$ cat config.mk
export PLATFORM = sky130hd
export DESIGN_NAME = holy_axi_lite_demux
export DESIGN_NICKNAME = d
export VERILOG_FILES = /design/src/rtl/holy_axi_lite_demux.sv
export SDC_FILE = /design/constraint.sdc
export NUM_CORES = 1
export LEC_CHECK = 0
export BUFFER_PORTS_ARGS = -buffer_cell sky130_fd_sc_hd__buf_2
export CAP_MARGIN = 5
export CORE_AREA = 4 4 167 169
export CTS_CLUSTER_DIAMETER = 100
export DETAILED_ROUTE_END_ITERATION = 10
export DIE_AREA = 0 0 171 173
export HOLD_SLACK_MARGIN = 0.06
export PLACE_DENSITY = 0.66
export REMOVE_ABC_BUFFERS = 1
export SYNTH_ARGS = -nofsm -noshare
export SYNTH_HDL_FRONTEND = slang
export SYNTH_SLANG_ARGS = --single-unit
export TNS_END_PERCENT = 5
$ cat constraint.sdc
create_clock -name clk -period 2.25 [get_ports clk]
set_input_delay 0.45 -clock clk [delete_from_list [all_inputs] [get_ports clk]]
set_output_delay 0.45 -clock clk [all_outputs]
set_load 0.01 [all_outputs]
$ cat src/rtl/holy_axi_lite_demux.sv
// 1-to-N AXI-Lite router: decodes each address against a base/mask map and
// forwards to one slave; unmapped addresses complete locally with DECERR.
module holy_axi_lite_demux #(
  parameter int N_SLAVES = 2,
  parameter int ADDR_W   = 32,
  parameter int DATA_W   = 32,
  parameter int STRB_W   = DATA_W / 8,
  parameter logic [N_SLAVES*ADDR_W-1:0] BASE_ADDRS = {32'h2000_0000, 32'h1000_0000},
  parameter logic [N_SLAVES*ADDR_W-1:0] ADDR_MASKS = {32'hF000_0000, 32'hF000_0000}
) (
  input  logic                         clk,
  input  logic                         rst_n,
  input  logic [ADDR_W-1:0]            s_axi_lite_awaddr,
  input  logic                         s_axi_lite_awvalid,
  output logic                         s_axi_lite_awready,
  input  logic [DATA_W-1:0]            s_axi_lite_wdata,
  input  logic [STRB_W-1:0]            s_axi_lite_wstrb,
  input  logic                         s_axi_lite_wvalid,
  output logic                         s_axi_lite_wready,
  output logic [1:0]                   s_axi_lite_bresp,
  output logic                         s_axi_lite_bvalid,
  input  logic                         s_axi_lite_bready,
  input  logic [ADDR_W-1:0]            s_axi_lite_araddr,
  input  logic                         s_axi_lite_arvalid,
  output logic                         s_axi_lite_arready,
  output logic [DATA_W-1:0]            s_axi_lite_rdata,
  output logic [1:0]                   s_axi_lite_rresp,
  output logic                         s_axi_lite_rvalid,
  input  logic                         s_axi_lite_rready,
  output logic [N_SLAVES*ADDR_W-1:0]   m_axi_lite_awaddr,
  output logic [N_SLAVES-1:0]          m_axi_lite_awvalid,
  input  logic [N_SLAVES-1:0]          m_axi_lite_awready,
  output logic [N_SLAVES*DATA_W-1:0]   m_axi_lite_wdata,
  output logic [N_SLAVES*STRB_W-1:0]   m_axi_lite_wstrb,
  output logic [N_SLAVES-1:0]          m_axi_lite_wvalid,
  input  logic [N_SLAVES-1:0]          m_axi_lite_wready,
  input  logic [N_SLAVES*2-1:0]        m_axi_lite_bresp,
  input  logic [N_SLAVES-1:0]          m_axi_lite_bvalid,
  output logic [N_SLAVES-1:0]          m_axi_lite_bready,
  output logic [N_SLAVES*ADDR_W-1:0]   m_axi_lite_araddr,
  output logic [N_SLAVES-1:0]          m_axi_lite_arvalid,
  input  logic [N_SLAVES-1:0]          m_axi_lite_arready,
  input  logic [N_SLAVES*DATA_W-1:0]   m_axi_lite_rdata,
  input  logic [N_SLAVES*2-1:0]        m_axi_lite_rresp,
  input  logic [N_SLAVES-1:0]          m_axi_lite_rvalid,
  output logic [N_SLAVES-1:0]          m_axi_lite_rready
);

  localparam int SEL_W = (N_SLAVES > 1) ? $clog2(N_SLAVES) : 1;

  typedef enum logic [2:0] {W_IDLE, W_FWD, W_WAITB, W_RESP, W_ERR} w_state_t;
  typedef enum logic [2:0] {R_IDLE, R_FWD, R_WAITR, R_RESP, R_ERR} r_state_t;

  // Result is {hit, sel}; scanning downwards lets the lowest matching index win.
  function automatic logic [SEL_W:0] f_decode(input logic [ADDR_W-1:0] addr);
    logic [SEL_W:0] res;
    res = '0;
    for (int i = N_SLAVES - 1; i >= 0; i--) begin
      if ((addr & ADDR_MASKS[i*ADDR_W +: ADDR_W]) ==
          (BASE_ADDRS[i*ADDR_W +: ADDR_W] & ADDR_MASKS[i*ADDR_W +: ADDR_W]))
        res = {1'b1, SEL_W'(i)};
    end
    return res;
  endfunction

  function automatic logic [N_SLAVES-1:0] f_onehot(input logic [SEL_W-1:0] sel);
    logic [N_SLAVES-1:0] oh;
    oh = '0;
    for (int i = 0; i < N_SLAVES; i++) begin
      if (sel == SEL_W'(i)) oh[i] = 1'b1;
    end
    return oh;
  endfunction

  w_state_t            r_wstate;
  logic [ADDR_W-1:0]   r_awaddr;
  logic [DATA_W-1:0]   r_wdata;
  logic [STRB_W-1:0]   r_wstrb;
  logic                r_aw_held, r_w_held, r_awready, r_wready;
  logic [SEL_W-1:0]    r_wsel;
  logic [N_SLAVES-1:0] r_m_awvalid, r_m_wvalid, r_m_bready;
  logic                r_bvalid;
  logic [1:0]          r_bresp;

  r_state_t            r_rstate;
  logic [ADDR_W-1:0]   r_araddr;
  logic                r_ar_held, r_arready;
  logic [SEL_W-1:0]    r_rsel;
  logic [N_SLAVES-1:0] r_m_arvalid, r_m_rready;
  logic                r_rvalid;
  logic [1:0]          r_rresp;
  logic [DATA_W-1:0]   r_rdata;

  logic [SEL_W:0]      w_wdec, w_rdec;
  logic                w_whit, w_rhit;
  logic [SEL_W-1:0]    w_wsel, w_rsel;
  logic [N_SLAVES-1:0] w_awv_nxt, w_wv_nxt, w_arv_nxt;
  logic [1:0]          w_bresp_sel, w_rresp_sel;
  logic [DATA_W-1:0]   w_rdata_sel;

  assign w_wdec    = f_decode(r_awaddr);
  assign w_whit    = w_wdec[SEL_W];
  assign w_wsel    = w_wdec[SEL_W-1:0];
  assign w_rdec    = f_decode(r_araddr);
  assign w_rhit    = w_rdec[SEL_W];
  assign w_rsel    = w_rdec[SEL_W-1:0];
  assign w_awv_nxt = r_m_awvalid & ~m_axi_lite_awready;
  assign w_wv_nxt  = r_m_wvalid & ~m_axi_lite_wready;
  assign w_arv_nxt = r_m_arvalid & ~m_axi_lite_arready;

  always_comb begin
    w_bresp_sel = '0;
    w_rresp_sel = '0;
    w_rdata_sel = '0;
    for (int i = 0; i < N_SLAVES; i++) begin
      if (r_wsel == SEL_W'(i)) w_bresp_sel = m_axi_lite_bresp[i*2 +: 2];
      if (r_rsel == SEL_W'(i)) begin
        w_rresp_sel = m_axi_lite_rresp[i*2 +: 2];
        w_rdata_sel = m_axi_lite_rdata[i*DATA_W +: DATA_W];
      end
    end
  end

  // Write path: AW and W are captured independently, then forwarded together.
  always_ff @(posedge clk or negedge rst_n) begin
    if (!rst_n) begin
      r_wstate    <= W_IDLE;
      r_awaddr    <= '0;
      r_wdata     <= '0;
      r_wstrb     <= '0;
      r_aw_held   <= 1'b0;
      r_w_held    <= 1'b0;
      r_awready   <= 1'b0;
      r_wready    <= 1'b0;
      r_wsel      <= '0;
      r_m_awvalid <= '0;
      r_m_wvalid  <= '0;
      r_m_bready  <= '0;
      r_bvalid    <= 1'b0;
      r_bresp     <= '0;
    end else begin
      case (r_wstate)
        W_IDLE: begin
          if (r_aw_held && r_w_held) begin
            r_wsel <= w_wsel;
            if (w_whit) begin
              r_m_awvalid <= f_onehot(w_wsel);
              r_m_wvalid  <= f_onehot(w_wsel);
              r_wstate    <= W_FWD;
            end else begin
              r_wstate <= W_ERR;
            end
          end else begin
            if (r_awready && s_axi_lite_awvalid) begin
              r_awaddr  <= s_axi_lite_awaddr;
              r_aw_held <= 1'b1;
              r_awready <= 1'b0;
            end else if (!r_aw_held) begin
              r_awready <= 1'b1;
            end
            if (r_wready && s_axi_lite_wvalid) begin
              r_wdata  <= s_axi_lite_wdata;
              r_wstrb  <= s_axi_lite_wstrb;
              r_w_held <= 1'b1;
              r_wready <= 1'b0;
            end else if (!r_w_held) begin
              r_wready <= 1'b1;
            end
          end
        end
        W_FWD: begin
          r_m_awvalid <= w_awv_nxt;
          r_m_wvalid  <= w_wv_nxt;
          if (w_awv_nxt == '0 && w_wv_nxt == '0) begin
            r_m_bready <= f_onehot(r_wsel);
            r_wstate   <= W_WAITB;
          end
        end
        W_WAITB: begin
          if (|(r_m_bready & m_axi_lite_bvalid)) begin
            r_bresp    <= w_bresp_sel;
            r_m_bready <= '0;
            r_bvalid   <= 1'b1;
            r_wstate   <= W_RESP;
          end
        end
        W_ERR: begin
          r_bresp  <= 2'b11;
          r_bvalid <= 1'b1;
          r_wstate <= W_RESP;
        end
        W_RESP: begin
          if (s_axi_lite_bready) begin
            r_bvalid  <= 1'b0;
            r_aw_held <= 1'b0;
            r_w_held  <= 1'b0;
            r_awready <= 1'b1;
            r_wready  <= 1'b1;
            r_wstate  <= W_IDLE;
          end
        end
        default: r_wstate <= W_IDLE;
      endcase
    end
  end

  // Read path: same shape as the write path, with a single address channel.
  always_ff @(posedge clk or negedge rst_n) begin
    if (!rst_n) begin
      r_rstate    <= R_IDLE;
      r_araddr    <= '0;
      r_ar_held   <= 1'b0;
      r_arready   <= 1'b0;
      r_rsel      <= '0;
      r_m_arvalid <= '0;
      r_m_rready  <= '0;
      r_rvalid    <= 1'b0;
      r_rresp     <= '0;
      r_rdata     <= '0;
    end else begin
      case (r_rstate)
        R_IDLE: begin
          if (r_ar_held) begin
            r_rsel <= w_rsel;
            if (w_rhit) begin
              r_m_arvalid <= f_onehot(w_rsel);
              r_rstate    <= R_FWD;
            end else begin
              r_rstate <= R_ERR;
            end
          end else if (r_arready && s_axi_lite_arvalid) begin
            r_araddr  <= s_axi_lite_araddr;
            r_ar_held <= 1'b1;
            r_arready <= 1'b0;
          end else begin
            r_arready <= 1'b1;
          end
        end
        R_FWD: begin
          r_m_arvalid <= w_arv_nxt;
          if (w_arv_nxt == '0) begin
            r_m_rready <= f_onehot(r_rsel);
            r_rstate   <= R_WAITR;
          end
        end
        R_WAITR: begin
          if (|(r_m_rready & m_axi_lite_rvalid)) begin
            r_rdata    <= w_rdata_sel;
            r_rresp    <= w_rresp_sel;
            r_m_rready <= '0;
            r_rvalid   <= 1'b1;
            r_rstate   <= R_RESP;
          end
        end
        R_ERR: begin
          r_rdata  <= '0;
          r_rresp  <= 2'b11;
          r_rvalid <= 1'b1;
          r_rstate <= R_RESP;
        end
        R_RESP: begin
          if (s_axi_lite_rready) begin
            r_rvalid  <= 1'b0;
            r_ar_held <= 1'b0;
            r_arready <= 1'b1;
            r_rstate  <= R_IDLE;
          end
        end
        default: r_rstate <= R_IDLE;
      endcase
    end
  end

  assign s_axi_lite_awready = r_awready;
  assign s_axi_lite_wready  = r_wready;
  assign s_axi_lite_bvalid  = r_bvalid;
  assign s_axi_lite_bresp   = r_bresp;
  assign s_axi_lite_arready = r_arready;
  assign s_axi_lite_rvalid  = r_rvalid;
  assign s_axi_lite_rresp   = r_rresp;
  assign s_axi_lite_rdata   = r_rdata;

  // Payloads are broadcast; only the valids and readies are steered.
  assign m_axi_lite_awaddr  = {N_SLAVES{r_awaddr}};
  assign m_axi_lite_wdata   = {N_SLAVES{r_wdata}};
  assign m_axi_lite_wstrb   = {N_SLAVES{r_wstrb}};
  assign m_axi_lite_araddr  = {N_SLAVES{r_araddr}};
  assign m_axi_lite_awvalid = r_m_awvalid;
  assign m_axi_lite_wvalid  = r_m_wvalid;
  assign m_axi_lite_bready  = r_m_bready;
  assign m_axi_lite_arvalid = r_m_arvalid;
  assign m_axi_lite_rready  = r_m_rready;

endmodule

Word-level counts from Yosys, hierarchy flattened
Index checks and enable logic that the tools add are counted.
{"block": "totals", "reg_bits": 162, "latchBits": 0, "ramBits": 0, "mem_bits_ro": 0, "elab_cells": 179, "mem_count": 0}
{"block": "op_classes", "add_sub_neg": 0, "multipliers": 0, "n_div": 0, "magnitude_cmp": 0, "eq_ne": 28, "n_shift": 0, "muxes": 74, "bitwise": 10, "reduce_logical": 43}
{"operator": "two-way mux 32 bit", "n": 2}
{"operator": "one-hot mux 32 bit (2 select lines)", "n": 1}
{"operator": "two-way mux 2 bit", "n": 16}
{"operator": "two-way mux 3 bit", "n": 10}
{"operator": "one-hot mux 3 bit (5 select lines)", "n": 2}
{"operator": "AND reduction 3 bit", "n": 10}
{"operator": "two-way mux 1 bit", "n": 28}
{"operator": "!= test 2 bit (second input constant)", "n": 14}
{"operator": "one-hot mux 2 bit (2 select lines)", "n": 7}
{"operator": "AND reduction 4 bit", "n": 6}
{"operator": "nonzero test 2 bit", "n": 8}
{"operator": "== test 3 x 2 -> 1 bit (second input constant)", "n": 4}
{"operator": "one-hot mux 1 bit (2 select lines)", "n": 6}
{"operator": "AND 2 bit", "n": 5}
{"operator": "AND reduction 2 bit", "n": 5}
{"operator": "== test 4 x 1 -> 1 bit (second input constant)", "n": 2}
{"operator": "== test 4 x 2 -> 1 bit (second input constant)", "n": 2}
{"operator": "== test 3 x 1 -> 1 bit (second input constant)", "n": 2}
{"operator": "== test 3 bit (second input constant)", "n": 2}
{"operator": "zero test 2 bit", "n": 3}
{"operator": "zero test 3 bit", "n": 2}
{"operator": "!= test 3 bit (second input constant)", "n": 2}
{"operator": "inverter 2 bit", "n": 3}
{"operator": "one-hot mux 1 bit (3 select lines)", "n": 2}
{"operator": "4 further kinds", "n": 11}

Depth between registers and ports, before layout
{"block": "depth", "depth_word": 7, "mapped_depth": 7, "ltp_nobuf": 4}

Worst setup path before layout
No wires, ideal clock.
{"block": "synth_path", "kind": "reg-to-reg", "start": "register r_rstate[1]", "end": "register r_araddr[10]", "setup_time_ns": 0.125, "arrival_time_ns": 1.673, "t_required_ns": 2.125, "setup_slack_ns": 0.452, "path_stages_with_launch": 6, "n_path_buf": 2, "period_less_slack_ns": 1.798, "path_cell_list": "dfrtp_1 -> or2_1 -> buf_6 -> nor4_4 -> buf_6 -> mux2_2"}
{"block": "synth_between", "elab_chain_len": 2}
{"item": "start, declared", "line_no": "85", "rtl": "r_state_t r_rstate;"}
{"item": "start signal, assigned", "line_no": "210", "rtl": "r_rstate <= R_IDLE;"}
{"item": "start signal, assigned", "line_no": "227", "rtl": "r_rstate <= R_FWD;"}
{"item": "start signal, assigned", "line_no": "229", "rtl": "r_rstate <= R_ERR;"}
{"item": "zero test 3 bit", "line_no": "221", "rtl": "case (r_rstate)"}
{"item": "AND reduction 3 bit (no source line)"}
{"item": "end signal, assigned", "line_no": "232", "rtl": "r_araddr <= s_axi_lite_araddr;"}
{"item": "end, declared", "line_no": "86", "rtl": "logic [ADDR_W-1:0] r_araddr;"}
Every way passes these cells.
A chain may end at the register's enable or synchronous reset.

Worst setup path after layout
{"block": "layout_path", "start": "register r_wstate[2]", "end": "register r_wdata[5]"}
{"block": "layout_between", "elab_chain_len": 2}
{"item": "start, declared", "line_no": "75", "rtl": "w_state_t r_wstate;"}
{"item": "start signal, assigned", "line_no": "127", "rtl": "r_wstate <= W_IDLE;"}
{"item": "start signal, assigned", "line_no": "149", "rtl": "r_wstate <= W_FWD;"}
{"item": "start signal, assigned", "line_no": "151", "rtl": "r_wstate <= W_ERR;"}
{"item": "zero test 3 bit", "line_no": "142", "rtl": "case (r_wstate)"}
{"item": "AND reduction 3 bit (no source line)"}
{"item": "end signal, assigned", "line_no": "162", "rtl": "r_wdata <= s_axi_lite_wdata;"}
{"item": "end, declared", "line_no": "77", "rtl": "logic [DATA_W-1:0] r_wdata;"}
Every way passes these cells.

==> results_dict.tcl <==
set metrics [dict create \
    drtIter0Drc 239 \
    detail-route-antenna-nets 0 \
    maxSlewHeadroom_pct 49.8 \
    grt_pass1_wl_um 33500 \
    status "finished, final reports clean" \
    start_kind "flop" \
    utilization_pct 38.1 \
    core_region_area_sq_um 26600 \
    worstMarginPinSlew_ns 0.753 \
    fin_cells 1304 \
    final_common_cell "buf_2" \
    rsz0062_at_grt "no" \
    ys_seq_area_share_pct 53.2 \
    drv_slew 0 \
    grt_pass1_vias 5984 \
    firstDrtPassIters 4 \
    drcViolationCount 0 \
    start_util_pct 28.7 \
    fill_cells 2615 \
    synth.top_cell.area_share_pct 53.2 \
    min_path_type "in2reg" \
    finalInstanceArea_sq_um 10100 \
    viasPerCell 4.47 \
    yosys.area.top_type "dfrtp_1" \
    async_reset_ff_share_pct 100 \
    synth.area.top_cells "dfrtp_1 (53%), mux2_2 (16%), buf_4 (11%)" \
    grt_use_total_pct 14.4 \
    ys_warn_count 0 \
    clk-insertion-delay-late_ns 0.42 \
    crit_slowest_cell "dfrtp_1" \
    cp.arrival_ns 2.19 \
    setup_viol 0 \
    via_count 5827 \
    cp_max_fo 37 \
    areaGrowthSynthToFinish_pct 33.1 \
    clock_sinks 162 \
    fmax_mhz 529 \
    synth_edf_count 0 \
    p_per_area_nw_per_um2 1510 \
    multiInputGateArea_sq_um 2600 \
    io_pins 440 \
    fin_worst_skew_ns 0.0163 \
    htree_levels 4 \
    ys.flop_type "dfrtp_1" \
    leakage_nw 5.07 \
    netlist_instances 600 \
    die_w_um 171 \
    synth_area_per_cell_sq_um 12.7 \
    rows 60 \
    hold_violations 0 \
    drive_gt1_share_pct 62.4 \
    dp_cells 1270 \
    gp_congestion 0.849 \
    grt_overflow_total 0 \
    fin_ws_ns 0.360 \
    dp_worst_setup_slack_ns 0.350 \
    wl_per_cell_um 16.9 \
    cts_buffer_depth 2 \
    placed_area_sq_um 9520 \
    die_area_sq_um 29600 \
    hpwl_um 17000 \
    antenna_found_initial 2 \
    ys_ff_latch 162 \
    critPathKind "reg2reg" \
    period_minus_slack_ns 1.89 \
    wirelength_um 22000 \
    placement.io_buffers 439 \
    clockRootBuffer "clkbuf_16" \
    clk_pin_slew_worst_paths_ns 0.08 \
    vdd.ir_drop.worst_mv 0.654 \
    nets 1138 \
    p_total_mw 15.3 \
    crit_path_max_incr_delay_ns 0.50 \
    cts_tree "done" \
    grt_start_max_net_pins 48 \
    crit_path_end_kind "flop" \
    drv_cap 0 \
    cts-buffers-inserted 17 \
    die_h_um 173 \
    regArea_sq_um 4060 \
    period_share_pct 84.0 \
    final_cell_mix "buf_2 (438), dfrtp_1 (161), mux2_2 (105)" \
    syn_area_sq_um 7610 \
    crit_required_ns 2.55 \
    ys_types 47 \
    cts_setup_buffers 0 \
    crit_chain "nor3_4 > nor3b_2 > buf_12 > mux2_2" \
]
-- critical path: cells and delay by family (launching register included) --
kind / cells / cell delay, ns
DFF: 1 / 0.50
muxes: 1 / 0.37
and+or+nand+nor: 2 / 0.62
buffers and inverters: 1 / 0.24
-- Yosys cell counts, drive strengths merged, types with 7 or more instances --
master   instances
o2bb2ai         35
nand3           12
clkbuf           9
a21oi           11
buf            120
o21ai            7
mux2i           35
nand2           24
inv              8
mux2           105
dfrtp          162
nor2            13
-- path summary, 6_finish.rpt --
path	end	cells past startpoint	slack (ns)	from
max in group asynchronous	s_axi_lite_rresp[1]	3	1.06	rst_n
hold / removal	r_awaddr[18]	2	0.25	s_axi_lite_awaddr[18]
setup / recovery	r_wdata[5]	4	0.36	r_wstate[2]
setup reg to reg	r_wdata[5]	4	0.36	r_wstate[2]
hold reg to reg	s_axi_lite_rdata[26]	1	0.48	s_axi_lite_rdata[26]
min in group asynchronous	r_awaddr[29]	2	0.57	rst_n
-- power by group --
group	internal (mW)	switching, mW
Clock	1.61	1.35
Combinational	3.35	3.48
Sequential	4.31	1.24
Total	9.27	6.07
-- stage by stage --
step                TNS (ns)  hold slack (ns)
floorplan             -74.09            0.154
global placement           0            0.433
detailed placement         0            0.442
CTS                        0            0.217
global route               0            0.219
finish                     0            0.250
-- flip-flops by register name (all words and copies together) (netlist names), 3 cells and up --
signal / flops
r_wdata: 32
r_rstate: 3
r_wstrb: 4
r_araddr: 32
r_awaddr: 32
r_wstate: 3
s_axi_lite_rdata: 32
-- layout make-up --
type	instances	share of cell area, %
flip-flops and latches	162	40.0
clock buffers	18	4.33
well taps	341	4.21
inverters	8	0.296
clock inverters	14	1.59
repair buffers	459	23.9
multi-input cells	301	25.7
diodes	1	0.0247
-- routing by layer --
layer	up-vias	wire, um	track usage [%]
met5	-	11	0
met4	2	290	4.13
met3	17	1530	3.89
met2	227	11400	25.0
met1	2862	8830	17.5
li1	2719	-	-
-- cell families (layout without fill, tap and decap cells) --
family | after synthesis | count (layout) | share of synthesized area [%]
and+or+nand+nor | 80 | 80 | 5.80
AOI/OAI and AO/OA | 78 | 78 | 7.85
xor gates and xnor gates | 3 | 3 | 0.345
DFF | 162 | 162 | 53.2
other | 0 | 1 | 0
muxes | 140 | 140 | 20.1
buffers and inverters | 137 | 499 | 12.6
-- timing repair --
| item | 4_1_cts | 5_1_grt |
|---|---|---|
| setup endpoints to repair | 0 | 0 |
| hold buffers | 1 | 0 |
| endpoints found under the hold margin | 42 | 0 |
| gates resized for setup | 0 | 0 |
(Power assumes the default switching activity.)
